--- config.mk ---
export PLATFORM = sky130hd
export DESIGN_NAME = alu_cmd_sequencer
export DESIGN_NICKNAME = d
export VERILOG_FILES = /design/src/rtl/alu_cmd_sequencer.sv
export SDC_FILE = /design/constraint.sdc
export NUM_CORES = 1
export LEC_CHECK = 0
export CORE_ASPECT_RATIO = 1.75
export CORE_UTILIZATION = 50
export CTS_CLUSTER_DIAMETER = 50
export DETAILED_ROUTE_END_ITERATION = 16
export GPL_ROUTABILITY_DRIVEN = 0
export PLACE_DENSITY = 0.68
export SLEW_MARGIN = 15
export SYNTH_ARGS = -nofsm -noshare
export SYNTH_HDL_FRONTEND = slang
export SYNTH_SLANG_ARGS = --single-unit
--- constraint.sdc ---
create_clock -name clk -period 5.05 [get_ports clk]
set_input_delay 0.7575 -clock clk [delete_from_list [all_inputs] [get_ports clk]]
set_output_delay 0.7575 -clock clk [all_outputs]
set_load 0.02 [all_outputs]
--- src/rtl/alu_cmd_sequencer.sv ---
// ALU command sequencer: plays a small stored program into the CPU, one
// command strobe per instruction, with idle gap cycles after ALU operations.
module alu_cmd_sequencer #(
    parameter int unsigned OP_GAP = 2
) (
    input  logic        clk,
    input  logic        rst,
    input  logic        prog_we,
    input  logic [3:0]  prog_addr,
    input  logic [17:0] prog_data,
    input  logic [3:0]  prog_last,
    input  logic        start,
    input  logic        abort,
    output logic [7:0]  data_in,
    output logic [7:0]  opcode,
    output logic        cin,
    output logic        load,
    output logic        ce,
    output logic        busy,
    output logic        done
);

    localparam int unsigned GapW = (OP_GAP < 2) ? 1 : $clog2(OP_GAP + 1);

    typedef enum logic [2:0] {
        StIdle,
        StFetch,
        StIssue,
        StGap,
        StDone
    } state_e;

    state_e          state_q, state_d;
    logic [3:0]      pc_q, pc_d;
    logic [3:0]      last_q, last_d;
    logic [GapW-1:0] gap_q, gap_d;
    // Instruction word as presented to the CPU: {load, cin, opcode, data}
    logic [17:0]     cmd_q, cmd_d;
    logic            ce_q, ce_d;
    logic            busy_q, busy_d;
    logic            done_q, done_d;

    logic [17:0]     mem_q [16];

    // Program memory: no reset so contents survive rst and abort
    always_ff @(posedge clk) begin
        if (prog_we && !busy_q) begin
            mem_q[prog_addr] <= prog_data;
        end
    end

    // Next-state logic; abort overrides every transition out of a running state
    always_comb begin
        state_d = state_q;
        pc_d    = pc_q;
        last_d  = last_q;
        gap_d   = gap_q;
        cmd_d   = cmd_q;

        unique case (state_q)
            StIdle: begin
                if (start) begin
                    pc_d    = 4'd0;
                    last_d  = prog_last;
                    state_d = StFetch;
                end
            end
            StFetch: begin
                cmd_d   = mem_q[pc_q];
                state_d = StIssue;
            end
            StIssue: begin
                if (cmd_q[17] || (OP_GAP == 0)) begin
                    if (pc_q == last_q) begin
                        state_d = StDone;
                    end else begin
                        pc_d    = pc_q + 4'd1;
                        state_d = StFetch;
                    end
                end else begin
                    gap_d   = GapW'(OP_GAP);
                    state_d = StGap;
                end
            end
            StGap: begin
                gap_d = gap_q - GapW'(1);
                if (gap_q == GapW'(1)) begin
                    if (pc_q == last_q) begin
                        state_d = StDone;
                    end else begin
                        pc_d    = pc_q + 4'd1;
                        state_d = StFetch;
                    end
                end
            end
            StDone: begin
                state_d = StIdle;
            end
            default: begin
                state_d = StIdle;
            end
        endcase

        if (abort && (state_q != StIdle)) begin
            state_d = StIdle;
        end
    end

    // Registered status outputs are decoded from the state being entered
    always_comb begin
        ce_d   = (state_d == StIssue);
        busy_d = (state_d != StIdle);
        done_d = (state_d == StDone);
    end

    // State and output registers
    always_ff @(posedge clk or posedge rst) begin
        if (rst) begin
            state_q <= StIdle;
            pc_q    <= 4'd0;
            last_q  <= 4'd0;
            gap_q   <= '0;
            cmd_q   <= 18'd0;
            ce_q    <= 1'b0;
            busy_q  <= 1'b0;
            done_q  <= 1'b0;
        end else begin
            state_q <= state_d;
            pc_q    <= pc_d;
            last_q  <= last_d;
            gap_q   <= gap_d;
            cmd_q   <= cmd_d;
            ce_q    <= ce_d;
            busy_q  <= busy_d;
            done_q  <= done_d;
        end
    end

    assign load    = cmd_q[17];
    assign cin     = cmd_q[16];
    assign opcode  = cmd_q[15:8];
    assign data_in = cmd_q[7:0];
    assign ce      = ce_q;
    assign busy    = busy_q;
    assign done    = done_q;

endmodule

==> results of run 1 <==
[flip-flops by register name, indices dropped and copies added (netlist names)]
name / cells
busy: 1
ce: 1
cmd_q: 18
done: 1
gap_q: 2
last_q: 4
mem_q: 288
pc_q: 4
state_q: 3
[logic make-up (layout without fill, tap and decap cells)]
group,after synthesis,count (layout),share of synthesized area
mux,116,116,0.163
simple gates,64,64,0.0269
xor+xnor,4,4,0.00280
buf+inv,36,125,0.0177
flops,322,322,0.759
fa+ha+maj,2,2,0.00200
compound gates,52,52,0.0291
[worst paths after layout]
kind,startpoint,end,slack [ns],depth (start not counted)
hold reg to reg,gap_q[0],gap_q[0],0.48,1
setup / recovery,pc_q[0],cmd_q[4],2.11,5
min in group asynchronous,rst,cmd_q[8],0.64,3
setup reg to reg,pc_q[0],cmd_q[4],2.11,5
max in group asynchronous,rst,pc_q[0],3.98,3
hold / removal,gap_q[0],gap_q[0],0.48,1
[routing by layer]
| layer | GRT usage | wire, µm | vias to the layer above | part of all wire |
|---|---|---|---|---|
| met5 | 0 | 0 | - | 0 |
| met4 | 0.0736 | 613 | 0 | 0.024 |
| met3 | 0.0326 | 1350 | 47 | 0.053 |
| met2 | 0.376 | 14000 | 171 | 0.55 |
| met1 | 0.256 | 9400 | 3083 | 0.37 |
| li1 | - | - | 2579 | - |
[power by group]
part | switching [mW] | internal [mW]
Clock | 0.947 | 1.15
Sequential | 0.212 | 3.05
Combinational | 0.528 | 0.663
[layout by cell type, fill, tap and decap left out, types with 5 or more instances in the layout]
cell / n
clkdlybuf4s50_1: 51
mux4_2: 69
mux2_2: 8
a21oi_1: 5
buf_4: 15
clkinv_1: 6
mux2i_1: 39
nor2b_1: 6
nand2_1: 7
nor2_2: 12
inv_1: 5
a2bb2oi_1: 17
clkinv_2: 6
edfxtp_1: 288
dfrtp_1: 31
o21ai_0: 18
nand3_1: 5
clkbuf_16: 29
nor2_1: 9
[cell type report]
cell class,count,area [µm²]
Fill cell,1777,10300
Sequential cell,322,9510
Multi-Input combinational cell,238,2850
Clock buffer,35,778
Timing Repair Buffer,66,623
Tap cell,312,390
Clock inverter,19,133
Inverter,5,18.8
[per-stage QoR]
step / total power, mW / utilization / cell area, µm²
after floorplan: 4.16 / - / 12500
after global placement: 4.50 / 0.543 / 13400
after detailed placement: 4.53 / 0.543 / 13400
after CTS: 6.62 / 0.580 / 14300
after global routing: 6.82 / 0.581 / 14300
final: 6.55 / 0.581 / 14300
==> results.py, run 1 <==
metrics = {
    "finish": {
        "fin_nets": 695,
        "area.growth.synth_to_final_pct": 14.2,
        "fin_cells": 997,
        "drive_gt1_frac": 0.234,
        "diodes": 0,
    },
    "clocking": {
        "h-tree-depth": 1,
        "cts-resized-gates": 0,
        "cts_tree": "done",
        "cts_setup_buffers": 0,
        "clkSinkCount": 322,
        "clock_latency_ns": 0.55,
        "clk_path_buf_depth": 3,
        "clk_pin_slew_worst_paths_ns": 0.06,
        "cts_buffers": 29,
        "cts_root_buffer": "clkbuf_16",
        "hold_buffers": 0,
    },
    "floorplanning": {
        "fp.dieW_um": 122,
        "io_pins": 52,
        "start_util": 0.508,
        "die_h_um": 211,
        "core_area_mm2": 0.0246,
        "placementRows": 76,
        "die_area_mm2": 0.0257,
    },
    "synthesis": {
        "synth_nets": 629,
        "syn-cell-area_mm2": 0.0125,
        "synth-seq-area-share": 0.759,
        "synth.area.top_cells": "edfxtp_1 (69%), mux4_2 (12%), dfrtp_1 (6.8%)",
        "avgSynthCellArea_um2": 21.0,
        "synth_top_area_frac": 0.691,
        "synth.most_common_cell": "edfxtp_1",
        "synth_commonest_cells": "edfxtp_1 (288), mux4_2 (69), mux2i_1 (39)",
        "synthFlopType": "edfxtp_1",
        "synth-edff-count": 288,
        "yosysTopAreaCell": "edfxtp_1",
        "yosysWarnings": 0,
        "ys_ff_latch": 322,
        "yosysUniqueCellTypes": 45,
        "async_flop_share": 0.106,
        "syn-instance-count": 596,
    },
    "sta": {
        "worst_slack_ns": 2.11,
        "setup_viol": 0,
        "grt_setup_unrepaired": "no",
        "hold_violations": 0,
        "final.period_utilization": 0.583,
        "fmax_mhz": 340,
        "fin_hold_ws_ns": 0.479,
        "period_minus_slack_ns": 2.94,
        "final.setup_skew_ns": 0.0102,
        "drv_slew": 0,
        "fin_tns_setup_ns": 0,
        "worst_pin_slew_ns": 1.18,
        "slew_headroom": 0.210,
    },
    "placed_design": {
        "portBuffers": 51,
        "hpwl_um": 15000,
        "place_inst": 943,
        "pre_cts_slack_ns": 1.88,
    },
    "setup_path": {
        "critPathSlowestCell": "dfrtp_4",
        "worstPathRequired_ns": 5.46,
        "path_cells": "buf_4 > mux4_2 > mux2i_1 > a2bb2oi_1 > o21ai_0",
        "crit_type": "flip-flop to flip-flop",
        "cp.arrival_ns": 3.35,
        "timing.critical_path.buf_inv": 1,
        "crit_family": "flip-flops",
        "startpoint_type": "flip-flop",
        "max_stage_delay_ns": 1.10,
        "worstSetupEndpointType": "flip-flop",
        "crit_path_max_fanout": 55,
    },
    "worst_hold_path": {
        "hold_class": "flip-flop to flip-flop",
    },
    "job": {
        "cap_viol_max_count": 0,
    },
    "power": {
        "power.leakage_nw": 4.57,
        "cellPowerDensity_mw_per_mm2": 458,
        "ir_drop_mv": 0.227,
    },
    "route": {
        "num_vias": 5880,
        "drcViolationCount": 0,
        "post_drt_wl_per_cell_um": 25.4,
        "dr.pass1.iters": 5,
        "routed_wl_um": 25300,
        "drtIter0Drc": 445,
        "vias_per_cell": 5.90,
        "antenna_left": 0,
    },
    "global_routing": {
        "grt-ovfl-total": 0,
        "grt_max_degree": 56,
        "antenna_found_initial": 0,
        "first_global_vias": 6364,
        "grt_pass1_wl_um": 38400,
        "grtUsageTotal": 0.210,
    },
    "outcome": {
        "status": "finished, final reports clean",
    },
}
(Power assumes the default switching activity.)
==> run 2: changes to the inputs <==
--- a/config.mk
+++ b/config.mk
@@ -10,7 +10,7 @@
 export CTS_CLUSTER_DIAMETER = 50
 export DETAILED_ROUTE_END_ITERATION = 16
 export GPL_ROUTABILITY_DRIVEN = 0
-export PLACE_DENSITY = 0.68
+export PLACE_DENSITY = 0.7
 export SLEW_MARGIN = 15
 export SYNTH_ARGS = -nofsm -noshare
 export SYNTH_HDL_FRONTEND = slang
==> constraint.sdc (replaced) <==
create_clock -name clk -period 2.7 [get_ports clk]
set_input_delay 0.405 -clock clk [delete_from_list [all_inputs] [get_ports clk]]
set_output_delay 0.405 -clock clk [all_outputs]
set_load 0.02 [all_outputs]
==> run 2 against run 1 <==
  * Register-to-register slack lost 1.7 ns
  * Die area stayed put
  * Power up 91%
  * Worst hold slack worse by 0.19 ns
  * Cell count up 2.3%
  * Critical path type unchanged
  * Highest routed layer unchanged
==> results.py, run 2 (synthesis results as in run 1) <==
metrics = {
    "sta": {
        "hold_violations": 0,
        "worst_pin_slew_ns": 0.868,
        "fmax_mhz": 443,
        "slew_headroom": 0.418,
        "setup_viol": 0,
        "drv_slew": 0,
        "final.period_utilization": 0.836,
        "fin_tns_setup_ns": 0,
        "grt_setup_unrepaired": "no",
        "fin_hold_ws_ns": 0.293,
        "period_minus_slack_ns": 2.26,
        "final.setup_skew_ns": 0.0217,
    },
    "floorplanning": {
        "core_area_mm2": 0.0246,
        "io_pins": 52,
        "die_area_mm2": 0.0257,
        "start_util": 0.508,
        "placementRows": 76,
        "fp.dieW_um": 122,
        "die_h_um": 211,
    },
    "outcome": {
        "status": "finished, final reports clean",
    },
    "global_routing": {
        "grt_max_degree": 53,
        "grt_pass1_wl_um": 38600,
        "antenna_found_initial": 0,
        "grt-ovfl-total": 0,
        "grtUsageTotal": 0.211,
        "first_global_vias": 6403,
    },
    "finish": {
        "top_register": "mem_q",
        "fill_cells": 1709,
        "final_cell_mix": "edfxtp_1 (288), mux4_2 (69), clkdlybuf4s50_1 (51)",
        "multi_input_area_mm2": 0.00285,
        "fin_cells": 1020,
        "area.growth.synth_to_final_pct": 16.2,
        "top_regs": "mem_q x288, cmd_q x18",
        "drive_gt1_frac": 0.260,
        "regArea_mm2": 0.00951,
        "fin_nets": 719,
        "largest_register_ffs": 288,
        "diodes": 0,
        "mostFrequentLayoutCell": "edfxtp_1",
    },
    "route": {
        "routed_wl_um": 25700,
        "post_drt_wl_per_cell_um": 25.2,
        "drcViolationCount": 0,
        "top_layer": "met4",
        "met1Wirelength_um": 9410,
        "dr_wl_met2_um": 14100,
        "wl_met3_um": 1250,
        "vias_per_cell": 5.94,
        "drtIter0Drc": 456,
        "antenna_left": 0,
        "num_vias": 6054,
        "dr.pass1.iters": 5,
    },
    "clocking": {
        "clock_latency_ns": 0.56,
        "cts_buffers": 28,
        "cts_tree": "done",
        "cts-resized-gates": 0,
        "h-tree-depth": 1,
        "cts_setup_buffers": 0,
        "clkSinkCount": 322,
        "cts_root_buffer": "clkbuf_16",
        "clk_pin_slew_worst_paths_ns": 0.07,
        "clk_path_buf_depth": 3,
        "hold_buffers": 0,
    },
    "setup_path": {
        "worstPathRequired_ns": 3.09,
        "r2r-start": "pc_q[0]",
        "startpoint_type": "flip-flop",
        "r2r_cells": 5,
        "rrSetupSlack_ns": 0.44,
        "r2r_end": "cmd_q[12]",
        "worstSetupEndpointType": "flip-flop",
        "cp.arrival_ns": 2.65,
        "crit_type": "flip-flop to flip-flop",
        "crit_path_max_fanout": 25,
    },
    "power": {
        "power_switching_mw": 3.19,
        "p_sw_frac": 0.255,
        "cellPowerDensity_mw_per_mm2": 860,
        "power_frac_seq": 0.477,
        "ir_drop_mv": 0.580,
        "combPwrFrac": 0.201,
        "power.leakage_nw": 4.71,
        "clkPwrFrac": 0.321,
        "p_int_mw": 9.33,
    },
    "placed_design": {
        "hpwl_um": 16000,
        "place_inst": 968,
        "portBuffers": 51,
    },
    "worst_hold_path": {
        "hold_class": "input pin to async pin",
    },
    "job": {
        "cap_viol_max_count": 0,
    },
}
## run 2: area by class of cell
| class | count | share of cell area |
|---|---|---|
| flip-flops and latches | 322 | 0.653 |
| multi-input cells | 238 | 0.196 |
| repair buffers | 91 | 0.0583 |
| clock buffers | 36 | 0.0523 |
| well taps | 312 | 0.0268 |
| clock inverters | 16 | 0.0120 |
| inverters | 5 | 0.00129 |
## run 2: per-stage QoR
step / utilization / setup slack, ns / power [mW] / cell area (µm²)
3_5_place_dp: 0.553 / 0.381 / 8.64 / 13600
3_3_place_gp: 0.553 / 0.396 / 8.57 / 13600
5_1_grt: 0.591 / 0.292 / 13.0 / 14500
4_1_cts: 0.591 / 0.386 / 12.6 / 14500
2_1_floorplan: - / 0.0205 / 7.78 / 12500
6_report: 0.591 / 0.442 / 12.5 / 14500
## run 2: layer usage
metal / up-vias / GRT usage
met5: - / 0
met4: 0 / 0.0860
met2: 196 / 0.374
met3: 55 / 0.0299
li1: 2624 / -
met1: 3179 / 0.256
## run 2: worst max path at each step
stage                     startpoint           to  slack [ns]  cells after the start
final                        pc_q[0]    cmd_q[12]        0.44                      5
after CTS                    pc_q[0]    cmd_q[12]        0.39                      5
after global routing         pc_q[0]    cmd_q[12]        0.29                      5
after global placement       prog_we  mem_q[4][4]        0.40                      5
after detailed placement     prog_we  mem_q[4][6]        0.38                      5
after floorplan                 busy  mem_q[0][0]        0.02                      3
## run 2: power by group through the flow
stage          sequential (mW)  clock [mW]  combinational, mW
2_1_floorplan             6.09           0               1.69
3_3_place_gp              6.08           0               2.49
3_5_place_dp              6.09           0               2.54
4_1_cts                   5.99        4.08               2.57
5_1_grt                   6.01        4.26               2.71
6_report                  5.97        4.02               2.52
## run 2: worst max-delay path, stage by stage, from the launching register on
cell and delay [ns]:
dfrtp_4 0.78, buf_4 0.36, mux4_2 0.54, mux2i_1 0.15
a2bb2oi_1 0.16, o21ai_0 0.11
==> run 3: changes to the inputs <==
--- a/config.mk
+++ b/config.mk
@@ -10,7 +10,7 @@
 export CTS_CLUSTER_DIAMETER = 50
 export DETAILED_ROUTE_END_ITERATION = 16
 export GPL_ROUTABILITY_DRIVEN = 0
-export PLACE_DENSITY = 0.7
+export PLACE_DENSITY = 0.68
 export SLEW_MARGIN = 15
 export SYNTH_ARGS = -nofsm -noshare
 export SYNTH_HDL_FRONTEND = slang
==> constraint.sdc (replaced) <==
create_clock -name clk -period 2.1 [get_ports clk]
set_input_delay 0.315 -clock clk [delete_from_list [all_inputs] [get_ports clk]]
set_output_delay 0.315 -clock clk [all_outputs]
set_load 0.02 [all_outputs]
==> run 3 against run 2 <==
  * Sequential share of layout area decreased by 1.4 points
  * Fmax up 14%
  * Clock skew decreased by 0.0079 ns
  * Sequential power grew 27%
  * Non-clock buffer count increased by 26
  * Cell count rose by 2.3%
  * Combinational power is 38% higher
  * Routed wire length up 3.2%
  * Flip-flop and latch count unchanged
  * First-iteration DRC count increased by 9.4%
  * Design area increased by 2.1%
  * Critical endpoint is now cmd_q[1]
==> results.py, run 3 (synthesis results as in run 1) <==
metrics = {
    "sta": {
        "grt_setup_unrepaired": "no",
        "worst_pin_slew_ns": 0.695,
        "fmax_mhz": 507,
        "final.period_utilization": 0.940,
        "period_minus_slack_ns": 1.97,
        "hold_violations": 0,
        "final.setup_skew_ns": 0.0138,
        "slew_headroom": 0.536,
        "worst_slack_ns": 0.126,
        "setup_viol": 0,
        "fin_tns_setup_ns": 0,
        "fin_hold_ws_ns": 0.181,
        "drv_slew": 0,
    },
    "worst_hold_path": {
        "hold_class": "input pin to async pin",
    },
    "clocking": {
        "clkSinkCount": 322,
        "h-tree-depth": 1,
        "cts_buffers": 27,
        "cts_tree": "done",
        "cts_setup_buffers": 0,
        "clk_path_buf_depth": 3,
        "clk_pin_slew_worst_paths_ns": 0.07,
        "cts_root_buffer": "clkbuf_16",
        "hold_buffers": 0,
        "cts-resized-gates": 0,
        "clock_latency_ns": 0.54,
    },
    "finish": {
        "largest_register_ffs": 288,
        "area.growth.synth_to_final_pct": 18.7,
        "fill_cells": 1748,
        "fin_cells": 1043,
        "diodes": 0,
        "top_regs": "mem_q x288, cmd_q x18",
        "fin_nets": 744,
        "fin_area_mm2": 0.0149,
        "multi_input_area_mm2": 0.00287,
        "drive_gt1_frac": 0.287,
        "final_cell_mix": "edfxtp_1 (288), mux4_2 (69), buf_4 (52)",
        "regArea_mm2": 0.00951,
        "postLayoutCoreUtil": 0.603,
        "mostFrequentLayoutCell": "edfxtp_1",
        "top_register": "mem_q",
    },
    "global_routing": {
        "first_global_vias": 6732,
        "grt-ovfl-total": 0,
        "antenna_found_initial": 0,
        "grt_pass1_wl_um": 40000,
        "grtUsageTotal": 0.219,
        "grt_max_degree": 37,
    },
    "floorplanning": {
        "die_h_um": 211,
        "start_util": 0.508,
        "io_pins": 52,
        "core_area_mm2": 0.0246,
        "placementRows": 76,
        "fp.dieW_um": 122,
        "die_area_mm2": 0.0257,
    },
    "placed_design": {
        "placed_area_mm2": 0.0140,
        "hpwl_um": 18100,
        "pre_cts_slack_ns": -0.0672,
        "place_inst": 994,
        "portBuffers": 51,
    },
    "power": {
        "cellPowerDensity_mw_per_mm2": 1080,
        "power.leakage_nw": 4.89,
        "ir_drop_mv": 0.568,
        "total_power_mw": 16.1,
        "combPwrFrac": 0.216,
        "power_switching_mw": 4.07,
        "power_frac_seq": 0.473,
        "clkPwrFrac": 0.311,
        "p_int_mw": 12.0,
        "p_sw_frac": 0.253,
    },
    "setup_path": {
        "crit_path_max_fanout": 24,
        "worstSetupEndpointType": "flip-flop",
        "crit_type": "flip-flop to flip-flop",
        "max_stage_delay_ns": 0.55,
        "rrSetupSlack_ns": 0.13,
        "startpoint_type": "flip-flop",
        "critPathSlowestCell": "mux4_2",
        "startpoint": "pc_q[0]",
        "worstPathRequired_ns": 2.51,
        "cp.arrival_ns": 2.39,
        "r2r-start": "pc_q[0]",
        "path_cells": "buf_12 > mux4_2 > mux2i_1 > a2bb2oi_1 > o21ai_0",
    },
    "route": {
        "dr.pass1.iters": 5,
        "routed_wl_um": 26500,
        "drtIter0Drc": 499,
        "antenna_left": 0,
        "vias_per_cell": 5.93,
        "num_vias": 6190,
        "dr_wl_met2_um": 14700,
        "wl_met3_um": 1240,
        "met1Wirelength_um": 9510,
        "drcViolationCount": 0,
        "post_drt_wl_per_cell_um": 25.4,
        "top_layer": "met4",
    },
    "outcome": {
        "status": "finished, final reports clean",
    },
    "job": {
        "cap_viol_max_count": 0,
    },
}
[run 3: power by group through the flow]
stage	clock [mW]	sequential [mW]	combinational, mW
after floorplan	0	7.82	2.18
after CTS	5.09	7.61	3.54
after detailed placement	0	7.75	3.52
after global routing	5.28	7.64	3.73
final	5.01	7.61	3.47
after global placement	0	7.73	3.44
[run 3: path summary, 6_finish.rpt]
kind                                  end  depth (start not counted)
worst max-delay path             cmd_q[1]                          5
worst min-delay path             cmd_q[9]                          2
worst max register to register   cmd_q[1]                          5
worst min register to register   gap_q[0]                          1
max in group asynchronous        gap_q[0]                          3
min in group clk                last_q[0]                          2
[run 3: cell type report]
| cell class | instances | area share |
|---|---|---|
| clock buffers | 38 | 0.0530 |
| clock inverters | 11 | 0.00699 |
| inverters | 5 | 0.00126 |
| multi-input cells | 238 | 0.193 |
| flip-flops and latches | 322 | 0.640 |
| well taps | 312 | 0.0263 |
| repair buffers | 117 | 0.0795 |
[run 3: worst max-delay path, delay by kind of cell, from the launching register on]
family	cells	cell delay, ns
flip-flops	1	0.54
multiplexers	2	0.74
AO/OA/AOI/OAI	2	0.29
buffers and inverters	1	0.25
[run 3: metal layers]
layer | up-vias | track usage
li1 | 2676 | -
met1 | 3277 | 0.249
met2 | 184 | 0.395
met3 | 53 | 0.0377
met4 | 0 | 0.0988
met5 | - | 0
